<file path="src/rtl/ifu_pkg.sv">
// Shared types, constants and bus-width macros for the instruction fetch unit.
// The macros mirror the core-wide defines header so ports read the same as in idu/exu.
`ifndef YSYX_23060251_IFU_DEFS
`define YSYX_23060251_IFU_DEFS
`define YSYX_23060251_PC_BUS    [63:0]
`define YSYX_23060251_INST_BUS  [31:0]
`define YSYX_23060251_RESET_PC  64'h8000_0000
`define YSYX_23060251_NOP_INST  32'h0000_0013
`endif

package ifu_pkg;
    localparam logic [63:0] IFU_RESET_PC = `YSYX_23060251_RESET_PC;
    localparam logic [31:0] IFU_NOP_INST = `YSYX_23060251_NOP_INST;

    // Contents of the output register handed to idu.
    typedef struct packed {
        logic `YSYX_23060251_INST_BUS inst;
        logic `YSYX_23060251_PC_BUS   pc;
        logic                         fault;
    } inst_pkt_t;

    function automatic logic [63:0] align_pc(input logic [63:0] a);
        return {a[63:2], 2'b00};
    endfunction
endpackage

</file>
<file path="src/rtl/ifu_if.sv">
// Fetch-unit bus bundle: imem request/response, idu output handshake and exu redirect.
interface ifu_if;
    logic                         req_valid_o;
    logic                         req_ready_i;
    logic `YSYX_23060251_PC_BUS   req_addr_o;
    logic                         rsp_valid_i;
    logic `YSYX_23060251_INST_BUS rsp_data_i;
    logic                         rsp_err_i;
    logic                         inst_valid_o;
    logic                         inst_ready_i;
    logic `YSYX_23060251_INST_BUS inst_o;
    logic `YSYX_23060251_PC_BUS   pc_o;
    logic                         fault_o;
    logic                         redirect_valid_i;
    logic `YSYX_23060251_PC_BUS   redirect_pc_i;
    logic [63:0]                  fetch_cnt_o;

    modport master (
        output req_valid_o, req_addr_o, inst_valid_o, inst_o, pc_o, fault_o, fetch_cnt_o,
        input  req_ready_i, rsp_valid_i, rsp_data_i, rsp_err_i, inst_ready_i,
               redirect_valid_i, redirect_pc_i
    );

    modport slave (
        input  req_valid_o, req_addr_o, inst_valid_o, inst_o, pc_o, fault_o, fetch_cnt_o,
        output req_ready_i, rsp_valid_i, rsp_data_i, rsp_err_i, inst_ready_i,
               redirect_valid_i, redirect_pc_i
    );
endinterface

</file>
<file path="src/rtl/ifu_pc_reg.sv">
// Fetch PC register: reset value, sequential +4 advance, redirect override (word aligned).
module ifu_pc_reg
    import ifu_pkg::*;
#(
    parameter logic [63:0] RESET_PC = IFU_RESET_PC
) (
    input  logic                       clk_i,
    input  logic                       rst_n_i,
    input  logic                       adv_i,
    input  logic                       redir_i,
    input  logic `YSYX_23060251_PC_BUS redir_pc_i,
    output logic `YSYX_23060251_PC_BUS pc_o
);
    // Redirect wins over a same-cycle advance; +4 wraps naturally at 2^64.
    always_ff @(posedge clk_i or negedge rst_n_i) begin
        if (!rst_n_i)     pc_o <= RESET_PC;
        else if (redir_i) pc_o <= align_pc(redir_pc_i);
        else if (adv_i)   pc_o <= pc_o + 64'd4;
    end
endmodule

</file>
<file path="src/rtl/ifu.sv">
// Instruction fetch stage: single outstanding imem request, registered output to idu,
// redirect/flush from exu. Next PC is always PC+4 absent a redirect.
module ifu
    import ifu_pkg::*;
#(
    parameter logic [63:0] RESET_PC = `YSYX_23060251_RESET_PC
) (
    input  logic  clk_i,
    input  logic  rst_n_i,
    ifu_if.master bus
);
    typedef enum logic [1:0] {S_REQ, S_WAIT, S_HOLD, S_DROP} state_t;

    state_t      state, state_nxt;
    logic        started;
    logic        req_valid;
    logic        hs;
    logic        redir;
    logic        rsp_take;
    logic        out_vld;
    inst_pkt_t   out_q;
    logic [63:0] cnt;
    logic `YSYX_23060251_PC_BUS pc;

    assign redir    = bus.redirect_valid_i;
    assign hs       = req_valid & bus.req_ready_i;
    assign rsp_take = (state == S_WAIT) & bus.rsp_valid_i & ~redir;

    ifu_pc_reg #(.RESET_PC(RESET_PC)) u_pc (
        .clk_i      (clk_i),
        .rst_n_i    (rst_n_i),
        .adv_i      (rsp_take),
        .redir_i    (redir),
        .redir_pc_i (bus.redirect_pc_i),
        .pc_o       (pc)
    );

    always_ff @(posedge clk_i or negedge rst_n_i) begin
        if (!rst_n_i) state <= S_REQ;
        else          state <= state_nxt;
    end

    always_comb begin
        state_nxt = state;
        case (state)
            S_REQ: begin
                // A request accepted alongside a redirect is for the old PC; its reply must be dropped.
                if (redir)   state_nxt = hs ? S_DROP : S_REQ;
                else if (hs) state_nxt = S_WAIT;
            end
            S_WAIT: begin
                if (bus.rsp_valid_i) state_nxt = redir ? S_REQ : S_HOLD;
                else if (redir)      state_nxt = S_DROP;
            end
            S_HOLD:  if (redir || bus.inst_ready_i) state_nxt = S_REQ;
            S_DROP:  if (bus.rsp_valid_i)           state_nxt = S_REQ;
            default: state_nxt = S_REQ;
        endcase
    end

    // Requests are held off for the first cycle after reset so req_valid_o reads 0 during reset.
    always_comb begin
        req_valid = (state == S_REQ) & started;
    end

    always_ff @(posedge clk_i or negedge rst_n_i) begin
        if (!rst_n_i) begin
            started <= 1'b0;
            out_vld <= 1'b0;
            out_q   <= '0;
            cnt     <= '0;
        end else begin
            started <= 1'b1;
            if (redir) begin
                out_vld <= 1'b0;
            end else if (rsp_take) begin
                out_vld     <= 1'b1;
                out_q.inst  <= bus.rsp_err_i ? IFU_NOP_INST : bus.rsp_data_i;
                out_q.pc    <= pc;
                out_q.fault <= bus.rsp_err_i;
            end else if (out_vld && bus.inst_ready_i) begin
                out_vld <= 1'b0;
                cnt     <= cnt + 64'd1;
            end
        end
    end

    assign bus.req_valid_o  = req_valid;
    assign bus.req_addr_o   = pc;
    assign bus.inst_valid_o = out_vld;
    assign bus.inst_o       = out_q.inst;
    assign bus.pc_o         = out_q.pc;
    assign bus.fault_o      = out_q.fault;
    assign bus.fetch_cnt_o  = cnt;
endmodule

</file>
<file path="src/flat_wrapper.sv">
// flat-port wrapper written by rule: the top's interface ports become plain ports
module ifu_flat import ifu_pkg::*;
#(
    parameter logic [63:0] RESET_PC = `YSYX_23060251_RESET_PC
)
  (clk_i, rst_n_i, bus_req_valid_o, bus_req_addr_o, bus_inst_valid_o, bus_inst_o, bus_pc_o, bus_fault_o, bus_fetch_cnt_o, bus_req_ready_i, bus_rsp_valid_i, bus_rsp_data_i, bus_rsp_err_i, bus_inst_ready_i, bus_redirect_valid_i, bus_redirect_pc_i);
  ifu_if bus_i ();
  input  logic clk_i;
  input  logic rst_n_i;
  output wire logic [$bits(bus_i.req_valid_o)-1:0] bus_req_valid_o;
  output wire logic [$bits(bus_i.req_addr_o)-1:0] bus_req_addr_o;
  output wire logic [$bits(bus_i.inst_valid_o)-1:0] bus_inst_valid_o;
  output wire logic [$bits(bus_i.inst_o)-1:0] bus_inst_o;
  output wire logic [$bits(bus_i.pc_o)-1:0] bus_pc_o;
  output wire logic [$bits(bus_i.fault_o)-1:0] bus_fault_o;
  output wire logic [$bits(bus_i.fetch_cnt_o)-1:0] bus_fetch_cnt_o;
  input wire logic [$bits(bus_i.req_ready_i)-1:0] bus_req_ready_i;
  input wire logic [$bits(bus_i.rsp_valid_i)-1:0] bus_rsp_valid_i;
  input wire logic [$bits(bus_i.rsp_data_i)-1:0] bus_rsp_data_i;
  input wire logic [$bits(bus_i.rsp_err_i)-1:0] bus_rsp_err_i;
  input wire logic [$bits(bus_i.inst_ready_i)-1:0] bus_inst_ready_i;
  input wire logic [$bits(bus_i.redirect_valid_i)-1:0] bus_redirect_valid_i;
  input wire logic [$bits(bus_i.redirect_pc_i)-1:0] bus_redirect_pc_i;
  assign bus_req_valid_o = bus_i.req_valid_o;
  assign bus_req_addr_o = bus_i.req_addr_o;
  assign bus_inst_valid_o = bus_i.inst_valid_o;
  assign bus_inst_o = bus_i.inst_o;
  assign bus_pc_o = bus_i.pc_o;
  assign bus_fault_o = bus_i.fault_o;
  assign bus_fetch_cnt_o = bus_i.fetch_cnt_o;
  assign bus_i.req_ready_i = bus_req_ready_i;
  assign bus_i.rsp_valid_i = bus_rsp_valid_i;
  assign bus_i.rsp_data_i = bus_rsp_data_i;
  assign bus_i.rsp_err_i = bus_rsp_err_i;
  assign bus_i.inst_ready_i = bus_inst_ready_i;
  assign bus_i.redirect_valid_i = bus_redirect_valid_i;
  assign bus_i.redirect_pc_i = bus_redirect_pc_i;
  ifu #(.RESET_PC(RESET_PC)) u_core (.clk_i(clk_i), .rst_n_i(rst_n_i), .bus(bus_i));
endmodule
</file>
<file path="config.mk">
export PLATFORM = sky130hd
export DESIGN_NAME = ifu_flat
export DESIGN_NICKNAME = d
export VERILOG_FILES = /design/src/rtl/ifu_pkg.sv /design/src/rtl/ifu_if.sv /design/src/rtl/ifu_pc_reg.sv /design/src/rtl/ifu.sv /design/src/flat_wrapper.sv
export SDC_FILE = /design/constraint.sdc
export NUM_CORES = 1
export LEC_CHECK = 0
export CAP_MARGIN = 30
export CORE_MARGIN = 8
export CORE_UTILIZATION = 45
export CTS_BUF_LIST = sky130_fd_sc_hd__clkbuf_4 sky130_fd_sc_hd__clkbuf_8
export DETAILED_ROUTE_END_ITERATION = 7
export PLACE_DENSITY = 0.84
export SLEW_MARGIN = 20
export SYNTH_ARGS = -nofsm -noshare
export SYNTH_HDL_FRONTEND = slang
export SYNTH_HIERARCHICAL = 1
export SYNTH_SLANG_ARGS = --single-unit
</file>
<file path="constraint.sdc">
create_clock -name clk_i -period 4.4 [get_ports clk_i]
set_input_delay 0.88 -clock clk_i [delete_from_list [all_inputs] [get_ports clk_i]]
set_output_delay 0.88 -clock clk_i [all_outputs]
set_load 0.005 [all_outputs]
</file>
### Word level (Yosys, flattened, before mapping)

Cells that the tools add are included.

* add/subtract/negate cells: 2
* equality and inequality tests: 7
* muxes and demuxes: 15
* bitwise logic cells: 6
* reduce and logical (&&, ||, !) cells: 8

Operators with widths (count)
* $mux W64: 2
* $add A64 B1 Y64 const B: 1
* $add A64 B3 Y64 const B: 1
* $mux W32: 1
* $mux W2: 8
* $pmux W2 S4: 1
* $and A1 B1 Y1: 4
* $eq A2 B2 Y1 const B: 2
* $reduce_and A4 Y1: 1
* $mux W1: 3
* $ne A3 B2 Y1 const B: 1
* $ne A3 B3 Y1 const B: 1
* $reduce_and A3 Y1: 1
* $reduce_bool A3 Y1: 1
* $eq A2 B1 Y1 const B: 1
* $logic_not A2 Y1: 1
* $ne A2 B1 Y1 const B: 1
* $ne A2 B2 Y1 const B: 1
* $not A1 Y1: 2
* $reduce_and A2 Y1: 1
* $reduce_bool A2 Y1: 1
* $logic_and A1 B1 Y1: 1
* $logic_or A1 B1 Y1: 1

* register bits: 229
* output and inout port bits: 227

### Depth between registers and ports, before layout

Gate-level depths: netlist (run 1).

* depth in word-level cells: 6
* depth in mapped cells: 12

### Hierarchy

The synthesis (run 1) kept the hierarchy.

By module, submodules not included
* ifu: instances 1, cells an instance 718, area each 7063.0 um^2
* ifu_pc_reg: instances 1, cells an instance 429, area each 3713.6 um^2

### Worst setup path before layout (run 1)

OpenSTA, ideal clock, no wires.

* path kind: in2reg
* start point: in bus_redirect_valid_i
* end point: reg u_core/u_pc/pc_o[55] in the netlist's numbering
* library setup time: 0.082 ns
* arrival time: 3.241 ns
* data required time: 4.318 ns
* setup slack: 1.078 ns
* stages: 11
* path through: nor3b_1 > nand2_1 > clkbuf_1 > clkinv_1 > clkbuf_1 > buf_2 > nand3_1 > nor3_4 > nand3_2 > or4_1 > a31oi_1

* longest elaborated chain between the ends: 3
* elaborated cells between the ends (all ways): 4

RTL lines
* from (decl): RTL line flat_wrapper.sv:22 `input wire logic [$bits(bus_i.redirect_valid_i)-1:0] bus_redirect_valid_i;`
* $not A1 Y1 (no line)
* $and A1 B1 Y1: RTL line ifu.sv:27 `assign rsp_take = (state == S_WAIT) & bus.rsp_valid_i & ~redir;`
* net u_core.rsp_take: RTL line ifu.sv:19 `logic rsp_take;`
* $reduce_bool A2 Y1 (no line)
* to (signal assigned): RTL line ifu_pc_reg.sv:17 `else if (redir_i) pc_o <= align_pc(redir_pc_i);`
* to (signal assigned): RTL line ifu_pc_reg.sv:18 `else if (adv_i) pc_o <= pc_o + 64'd4;`
* to (decl): RTL line ifu_pc_reg.sv:12 `` output logic `YSYX_23060251_PC_BUS pc_o ``

The timed path passes the listed nets, and every way through them passes these cells.
A chain may end at the register's enable or synchronous reset.

### Final worst setup path (run 1)

* start point: in bus_rsp_valid_i
* end point: reg u_core/u_pc/pc_o[46] in the netlist's numbering

* longest elaborated chain between the ends: 3

RTL lines
* from (decl): RTL line flat_wrapper.sv:18 `input wire logic [$bits(bus_i.rsp_valid_i)-1:0] bus_rsp_valid_i;`
* $and A1 B1 Y1 (2 in a row): RTL line ifu.sv:27
* $reduce_bool A2 Y1 (no line)

Every way passes these cells.

==> results.rst, run 1 <==
.. list-table::
   :header-rows: 1

   * - Metric
     - Value
   * - Result of the run
     - completed
   * - CTS resizes
     - 0
   * - Number of library cell types mapped by synthesis
     - 51
   * - Clock buffer count from CTS
     - 41
   * - DRC violation total after the first TritonRoute iteration
     - 807
   * - DR vias/cell
     - 5.441
   * - Final #Nets
     - 1583
   * - Number of top-level pins
     - 330
   * - Die outline area
     - 0.02916 sq mm
   * - Part of the power in combinational logic
     - about 26%
   * - Required @ worst endpoint
     - 4.85 ns
   * - GRT Util Overall
     - 23.66%
   * - Overall via count from detail_route
     - ~10000
   * - Commonest non-fill, non-tap cell in the layout
     - sky130_fd_sc_hd__clkdlybuf4s50_1
   * - Warnings from Yosys
     - 6
   * - Max-slew violation total from the final report
     - 0
   * - Worst hold path class
     - in2async
   * - Number of antenna violations at the first check in global routing
     - 3
   * - Critical path launch point type
     - input pin
   * - Post-synthesis register bit count
     - between 200 and 250
   * - Number of hold-repair buffers added at the cts stage
     - 0
   * - Max incr delay on CP
     - 0.58 ns
   * - Syn Area/Cell
     - roughly 9.4 sq um
   * - Post-DP HPWL
     - around 26000 um
   * - Critical Path AT
     - approximately 3.9 ns
   * - Gate family responsible for the most delay along the worst path
     - simple AND/OR/NAND/NOR gates
   * - RSZ-0062 raised after global routing
     - no
   * - Share of total power in the clock network
     - 31.2%
   * - Final hold viol count
     - 0
   * - Post-synth top flop
     - sky130_fd_sc_hd__dfrtp_1
   * - Final Core Density
     - 64.63%
   * - Slowest cell on crit path
     - sky130_fd_sc_hd__nor3_2
   * - FFs w/ async S/R, synth
     - 100.0%
   * - Most used cells in the layout excluding fill and tap cells
     - sky130_fd_sc_hd__clkdlybuf4s50_1 (323), sky130_fd_sc_hd__nand2_1 (296), sky130_fd_sc_hd__dfrtp_1 (226)
   * - Buffers and inverters on the worst path
     - 3
   * - Max-cap violations
     - 0
   * - Remaining max-slew budget at the tightest pin
     - 44.72%
   * - Number of buffers inserted by post-CTS setup repair
     - 0
   * - Final hold slack
     - 0.3740 ns
   * - Leak pwr
     - 6.646 nW
   * - Die X-Extent
     - 170.8 um
   * - Switching Share
     - between 20 and 30%
   * - Count of placed standard cells including taps
     - 1753
   * - Sequential power share
     - 43.3%
   * - Ordered list of cells on the worst path
     - clkdlybuf4s50_1 -> nor3b_1 -> nand2_4 -> inv_2 -> nand4_1 -> nor3_2 -> buf_4 -> nand4_2 -> or3_1 -> a31oi_1
   * - Post-detailed-route count of antenna-violating nets
     - 0
   * - Worst slew pin tran
     - 0.8280 ns
   * - Max rail drop VDD
     - 0.0003440 V
   * - WL/cell
     - 19.45 um
   * - Final estimated routing congestion in global placement
     - between 0.9 and 1
   * - Layout Skew
     - around 0.021 ns
   * - CP Max Fanout
     - 7
   * - Number of standard-cell rows in the floorplan
     - 56
   * - Time the worst path needs with I/O delays and setup
     - 3.412 ns
   * - Global-route wire length before repair
     - about 55000 um
   * - Root Buffer Master
     - sky130_fd_sc_hd__clkbuf_8
   * - Final worst-path cycle share
     - 77.55%
   * - Iteration count of the initial detailed-routing pass
     - 5
   * - Fmax achieved
     - approximately 290 MHz
   * - Gate Count Post-Synth
     - 1147
   * - Post-detailed-routing wire length
     - approximately 35000 um
   * - Growth of design area from synthesis to finish
     - 40.78%
   * - Via count of the first global-routing pass
     - around 10000
   * - Largest net degree at the start of global routing
     - slightly above 90
   * - Insertion delay of the later-clocked pin in the worst-skew pair
     - 0.53 ns
   * - TritonCTS clock tree
     - yes
   * - Path type of the worst setup path
     - in2reg
   * - Clk slew on worst S/H paths
     - approximately 0.06 ns
   * - Total number of H-tree levels
     - 2
   * - Net switching component of the power
     - 0.001866 W
   * - Number of sinks driven by the clock tree
     - roughly 230
   * - Kind of capture point of the worst setup path
     - register
   * - Placeable core region
     - between 0.02 and 0.025 sq mm
   * - Non-filler instance count after layout
     - 1823
   * - Fraction of final layout cells with drive strength greater than 1
     - 7.917%
   * - Quantity of I/O buffers inserted on ports
     - about 330
   * - Starting density of the core
     - 45.91%
   * - Summed negative setup slack over all endpoints
     - 0 ns
   * - Bufs on Longest Clock Path
     - 3
   * - Setup Viol. Count Final
     - 0
   * - Areal power density over the cells
     - 438.0 mW/mm^2
   * - Combined area of all synthesized cells
     - between 0.01 and 0.015 sq mm
   * - Internal cell power
     - 0.004778 W
   * - Total grt overflow
     - 0
   * - Die Y
     - between 150 and 200 um
   * - DRC violation count after routing
     - 0
   * - Share of synthesized area occupied by flip-flops and latches
     - 52.72%
   * - Number of synthesized flops with an enable pin
     - 0
==> cell usage after synthesis (2+ instances only) <==
master	instances	share of area, %
sky130_fd_sc_hd__or4_1	8	0.56
sky130_fd_sc_hd__buf_6	3	0.31
sky130_fd_sc_hd__nor3_2	10	0.93
sky130_fd_sc_hd__buf_4	3	0.21
sky130_fd_sc_hd__or3_4	2	0.21
sky130_fd_sc_hd__and2_1	4	0.23
sky130_fd_sc_hd__nor4_2	3	0.35
sky130_fd_sc_hd__nand3_1	48	2.2
sky130_fd_sc_hd__nand2b_1	29	1.7
sky130_fd_sc_hd__xor2_1	68	5.5
sky130_fd_sc_hd__and3_1	14	0.81
sky130_fd_sc_hd__mux2_2	2	0.21
sky130_fd_sc_hd__conb_1	2	0.070
sky130_fd_sc_hd__xnor2_1	30	2.4
sky130_fd_sc_hd__or3_1	18	1.0
sky130_fd_sc_hd__nand4_2	2	0.23
sky130_fd_sc_hd__nor2_1	65	2.3
sky130_fd_sc_hd__nand4_4	5	0.99
sky130_fd_sc_hd__ha_1	2	0.23
sky130_fd_sc_hd__nor4_4	4	0.79
sky130_fd_sc_hd__o21ai_0	76	3.5
sky130_fd_sc_hd__o21ai_1	8	0.37
sky130_fd_sc_hd__a31oi_1	26	1.5
sky130_fd_sc_hd__buf_2	4	0.19
sky130_fd_sc_hd__or3b_1	2	0.16
sky130_fd_sc_hd__nand4b_1	2	0.16
sky130_fd_sc_hd__inv_1	12	0.42
sky130_fd_sc_hd__clkbuf_1	39	1.4
sky130_fd_sc_hd__o31ai_1	7	0.49
sky130_fd_sc_hd__dfrtp_1	226	52
sky130_fd_sc_hd__buf_1	2	0.070
sky130_fd_sc_hd__nor4_1	10	0.58
sky130_fd_sc_hd__nor2b_1	2	0.12
sky130_fd_sc_hd__nor3_1	26	1.2
sky130_fd_sc_hd__and4_1	11	0.89
sky130_fd_sc_hd__nor3b_1	2	0.14
sky130_fd_sc_hd__nand3_2	2	0.19
sky130_fd_sc_hd__nand4_1	59	3.4
sky130_fd_sc_hd__nand2_1	297	10
==> cell families after synthesis <==
family | after synthesis | share of synthesized area [%]
xor gates and xnor gates | 98 | 7.965
other | 2 | 0.06969
buffers and inverters | 65 | 2.624
DFF | 227 | 52.72
adders and majority gates | 2 | 0.2322
AOI/OAI and AO/OA | 119 | 6.049
muxes | 3 | 0.3019
and+or+nand+nor | 631 | 30.04
==> cell type report <==
class                   instances  area (sq um)
clock buffers                  63         804.5
flip-flops and latches        227          5682
clock inverters                 5         52.55
repair buffers                338          3354
diodes                          1         2.502
inverters                      14         52.55
multi-input cells             856          4823
well taps                     319         399.1
fillers                      1889          8302
==> registers in the layout (all words and copies together), names as in the netlist <==
signal,flops
u_core/started,1
u_core/u_pc/pc_o,62
u_core/bus.pc_o,64
u_core/bus.inst_valid_o,1
u_core/state,2
u_core/bus.inst_o,32
u_core/bus.fetch_cnt_o,64
u_core/bus.fault_o,1
==> final timing paths <==
kind                                startpoint                    to  slack, ns  cells past startpoint
max                            bus_rsp_valid_i  u_core/u_pc/pc_o[46]       0.99                     10
max in group asynchronous              rst_n_i   u_core/bus.pc_o[28]       2.98                      2
min in group clk_i         u_core/bus.pc_o[55]   u_core/bus.pc_o[55]       0.47                      2
min reg2reg                u_core/bus.pc_o[55]   u_core/bus.pc_o[55]       0.47                      2
max reg2reg                    u_core/state[1]  u_core/u_pc/pc_o[46]       1.46                      9
min                                    rst_n_i   u_core/bus.pc_o[58]       0.37                      1
==> stage by stage <==
stage          area [sq um]  worst slack [ns]  total power, W
2_1_floorplan         10780             1.078        0.003332
4_1_cts               15160             1.049        0.006736
3_3_place_gp          14300            0.5461        0.004552
5_1_grt               15170            0.8315        0.007016
6_report              15170            0.9880        0.006645
3_5_place_dp          14300            0.5000        0.004617
==> layer usage <==
layer	vias to the layer above	track usage, %	share of wire (%)
li1	4595	-	-
met1	4790	27.71	39
met2	440	39.71	48
met3	88	8.366	10
met4	6	8.391	3.2
met5	-	0	0.085
==> power groups by stage <==
stage | registers (W) | clock network, W | logic (W)
2_1_floorplan | 0.00289 | 0 | 0.000446
6_report | 0.00287 | 0.00207 | 0.00170
3_3_place_gp | 0.00288 | 0 | 0.00167
3_5_place_dp | 0.00291 | 0 | 0.00171
4_1_cts | 0.00288 | 0.00213 | 0.00173
5_1_grt | 0.00294 | 0.00222 | 0.00186
Power figures use the tool's default switching activity.
==> inputs of run 2 (changes only) <==
--- a/config.mk
+++ b/config.mk
@@ -7,10 +7,10 @@
 export LEC_CHECK = 0
 export CAP_MARGIN = 30
 export CORE_MARGIN = 8
-export CORE_UTILIZATION = 45
+export CORE_UTILIZATION = 44
 export CTS_BUF_LIST = sky130_fd_sc_hd__clkbuf_4 sky130_fd_sc_hd__clkbuf_8
 export DETAILED_ROUTE_END_ITERATION = 7
-export PLACE_DENSITY = 0.84
+export PLACE_DENSITY = 0.86
 export SLEW_MARGIN = 20
 export SYNTH_ARGS = -nofsm -noshare
 export SYNTH_HDL_FRONTEND = slang
==> constraint.sdc (replaced) <==
create_clock -name clk_i -period 3.1 [get_ports clk_i]
set_input_delay 0.62 -clock clk_i [delete_from_list [all_inputs] [get_ports clk_i]]
set_output_delay 0.62 -clock clk_i [all_outputs]
set_load 0.005 [all_outputs]
==> run 2 against run 1 <==
Compared with the run above:
- clock power up 44%
- clock-buffer cell count rose by 4
- die area rose by 2.1%
- cell area increased by 1.7%
- critical path type unchanged
==> results.rst, run 2 (synthesis results as in run 1) <==
.. list-table::
   :header-rows: 1

   * - Metric
     - Value
   * - Result of the run
     - completed (unchanged)
   * - Quantity of I/O buffers inserted on ports
     - 325 (unchanged)
   * - Number of buffers inserted by post-CTS setup repair
     - 0 (unchanged)
   * - DRC violation total after the first TritonRoute iteration
     - 691 (was 807)
   * - Max rail drop VDD
     - 0.0004652 V (was 0.0003440 V)
   * - Insertion delay of the later-clocked pin in the worst-skew pair
     - 0.53 ns (about the same)
   * - Number of standard-cell rows in the floorplan
     - 57 (was 56)
   * - Number of sinks driven by the clock tree
     - 227 (unchanged)
   * - Total number of H-tree levels
     - 2 (unchanged)
   * - Die Y
     - 172.5 um (was 170.8 um)
   * - Final #Nets
     - 1608 (was 1583)
   * - Final worst-path cycle share
     - roughly 87%
   * - Worst slew pin tran
     - 0.8818 ns (was 0.8280 ns)
   * - Path type of the worst setup path
     - in2reg (unchanged)
   * - GRT Util Overall
     - 23.53% (was 23.66%)
   * - Growth of design area from synthesis to finish
     - 43.13% (was 40.78%)
   * - RSZ-0062 raised after global routing
     - no (unchanged)
   * - Global-route wire length before repair
     - 57620 um (was 54810 um)
   * - Count of placed standard cells including taps
     - 1784 (was 1753)
   * - Required @ worst endpoint
     - 3.53 ns (was 4.85 ns)
   * - WL/cell
     - 19.55 um (was 19.45 um)
   * - Bufs on Longest Clock Path
     - 3 (unchanged)
   * - Non-filler instance count after layout
     - 1856 (was 1823)
   * - Iteration count of the initial detailed-routing pass
     - 5 (unchanged)
   * - Die X-Extent
     - 172.5 um (was 170.8 um)
   * - Die outline area
     - 0.02976 sq mm (was 0.02916 sq mm)
   * - Post-detailed-route count of antenna-violating nets
     - 0 (unchanged)
   * - Final estimated routing congestion in global placement
     - 0.8807 (was 0.9042)
   * - CP Max Fanout
     - 5 (was 7)
   * - Total grt overflow
     - 0 (unchanged)
   * - Root Buffer Master
     - sky130_fd_sc_hd__clkbuf_8 (unchanged)
   * - Setup Viol. Count Final
     - 0 (unchanged)
   * - Final Core Density
     - 63.80% (was 64.63%)
   * - Time the worst path needs with I/O delays and setup
     - 2.708 ns
   * - Leak pwr
     - 6.792 nW (was 6.646 nW)
   * - Layout Skew
     - 0.01410 ns (was 0.02119 ns)
   * - Kind of capture point of the worst setup path
     - register (unchanged)
   * - Areal power density over the cells
     - 617.9 mW/mm^2 (was 438.0 mW/mm^2)
   * - Tot Pwr
     - 0.009531 W (was 0.006645 W)
   * - Number of top-level pins
     - 330 (unchanged)
   * - Number of antenna violations at the first check in global routing
     - 4 (was 3)
   * - Remaining max-slew budget at the tightest pin
     - 41.03% (was 44.72%)
   * - Most used cells in the layout excluding fill and tap cells
     - sky130_fd_sc_hd__clkdlybuf4s50_1 (323), sky130_fd_sc_hd__nand2_1 (296), sky130_fd_sc_hd__dfrtp_1 (226) (unchanged)
   * - Number of hold-repair buffers added at the cts stage
     - 0 (unchanged)
   * - Worst hold path class
     - in2async (unchanged)
   * - Final hold viol count
     - 0 (unchanged)
   * - Overall via count from detail_route
     - 10200 (was 9919)
   * - CTS resizes
     - 0 (unchanged)
   * - Placeable core region
     - 0.02418 sq mm (was 0.02347 sq mm)
   * - DRC violation count after routing
     - 0 (unchanged)
   * - DR vias/cell
     - 5.496 (was 5.441)
   * - TritonCTS clock tree
     - yes (unchanged)
   * - Largest net degree at the start of global routing
     - 76 (was 92)
   * - Starting density of the core
     - 44.57% (was 45.91%)
   * - Commonest non-fill, non-tap cell in the layout
     - sky130_fd_sc_hd__clkdlybuf4s50_1 (unchanged)
   * - Clock buffer count from CTS
     - 41 (unchanged)
   * - Via count of the first global-routing pass
     - 10370 (was 10070)
   * - Critical Path AT
     - 3.14 ns (was 3.86 ns)
   * - Post-DP HPWL
     - 26260 um (was 25530 um)
   * - Max-cap violations
     - 0 (unchanged)
   * - Fmax achieved
     - 369.2 MHz
   * - Post-route setup slack
     - 0.3915 ns (was 0.9880 ns)
   * - DP Worst Slack
     - -0.1230 ns (was 0.5000 ns)
   * - Fraction of final layout cells with drive strength greater than 1
     - 9.542% (was 7.917%)
   * - Clk slew on worst S/H paths
     - 0.06 ns (about the same)
   * - Critical path launch point type
     - input pin (unchanged)
   * - Post-detailed-routing wire length
     - 36280 um (was 35450 um)
   * - Max-slew violation total from the final report
     - 0 (unchanged)
==> run 2: cell count changes in the layout (fill, tap and decap cells not counted) <==
cell	delta
sky130_fd_sc_hd__buf_12	+3
sky130_fd_sc_hd__buf_4	+23
sky130_fd_sc_hd__buf_6	-1
sky130_fd_sc_hd__bufinv_16	-1
sky130_fd_sc_hd__clkbuf_4	-1
sky130_fd_sc_hd__clkbuf_8	+5
sky130_fd_sc_hd__clkinvlp_4	-1
sky130_fd_sc_hd__diode_2	+1
==> run 2: path summary, 6_finish.rpt <==
| check | startpoint | to | slack, ns | depth (start not counted) |
|---|---|---|---|---|
| hold / removal | rst_n_i | u_core/bus.fetch_cnt_o[25] | 0.08 | 1 |
| setup reg to reg | u_core/u_pc/pc_o[13] | u_core/u_pc/pc_o[54] | 0.58 | 6 |
| setup / recovery | bus_rsp_valid_i | u_core/u_pc/pc_o[58] | 0.39 | 11 |
| hold reg to reg | u_core/bus.fetch_cnt_o[63] | u_core/bus.fetch_cnt_o[63] | 0.47 | 1 |
| min in group clk_i | u_core/bus.fetch_cnt_o[63] | u_core/bus.fetch_cnt_o[63] | 0.47 | 1 |
| max in group asynchronous | rst_n_i | u_core/bus.fetch_cnt_o[63] | 2.19 | 2 |
==> run 2: power by group <==
| group | internal, W | switching (W) |
|---|---|---|
| registers | 0.00360 | 0.000487 |
| logic | 0.00147 | 0.000991 |
| clock network | 0.00175 | 0.00123 |
| total | 0.00682 | 0.00271 |
==> run 2: critical path: stages <==
cell and delay, ns:
sky130_fd_sc_hd__clkdlybuf4s50_1 0.52, sky130_fd_sc_hd__nor3b_1 0.20, sky130_fd_sc_hd__buf_4 0.15, sky130_fd_sc_hd__nand2_4 0.05
sky130_fd_sc_hd__inv_2 0.12, sky130_fd_sc_hd__nand4_1 0.20, sky130_fd_sc_hd__buf_4 0.19, sky130_fd_sc_hd__nor4_1 0.30
sky130_fd_sc_hd__nand3_1 0.21, sky130_fd_sc_hd__or3_1 0.40, sky130_fd_sc_hd__a31oi_1 0.18
==> run 2: per-layer routing <==
metal | global-route usage [%] | up-vias | wire [um]
met5 | 0 | - | 23
met4 | 6.959 | 4 | 881
met3 | 8.080 | 75 | 3620
met2 | 39.88 | 540 | 17470
met1 | 27.79 | 4920 | 14280
li1 | - | 4661 | -
==> run 2: stage by stage <==
stage | instance area (sq um) | hold WS, ns | TNS (ns)
after floorplan | 10780 | 0.3244 | 0
after global placement | 14540 | 0.4565 | -0.5430
after detailed placement | 14540 | 0.4618 | -0.8551
after CTS | 15420 | 0.07898 | 0
after global routing | 15420 | 0.1134 | 0
final | 15420 | 0.08388 | 0
==> run 2: final cells by class <==
| cell class | count | area [sq um] |
|---|---|---|
| Fill cell | 1887 | 8752 |
| Sequential cell | 227 | 5682 |
| Multi-Input combinational cell | 856 | 4823 |
| Timing Repair Buffer | 363 | 3576 |
| Clock buffer | 67 | 865.8 |
| Tap cell | 324 | 405.4 |
| Inverter | 14 | 52.55 |
| Clock inverter | 3 | 15.01 |
| Antenna cell | 2 | 5.005 |
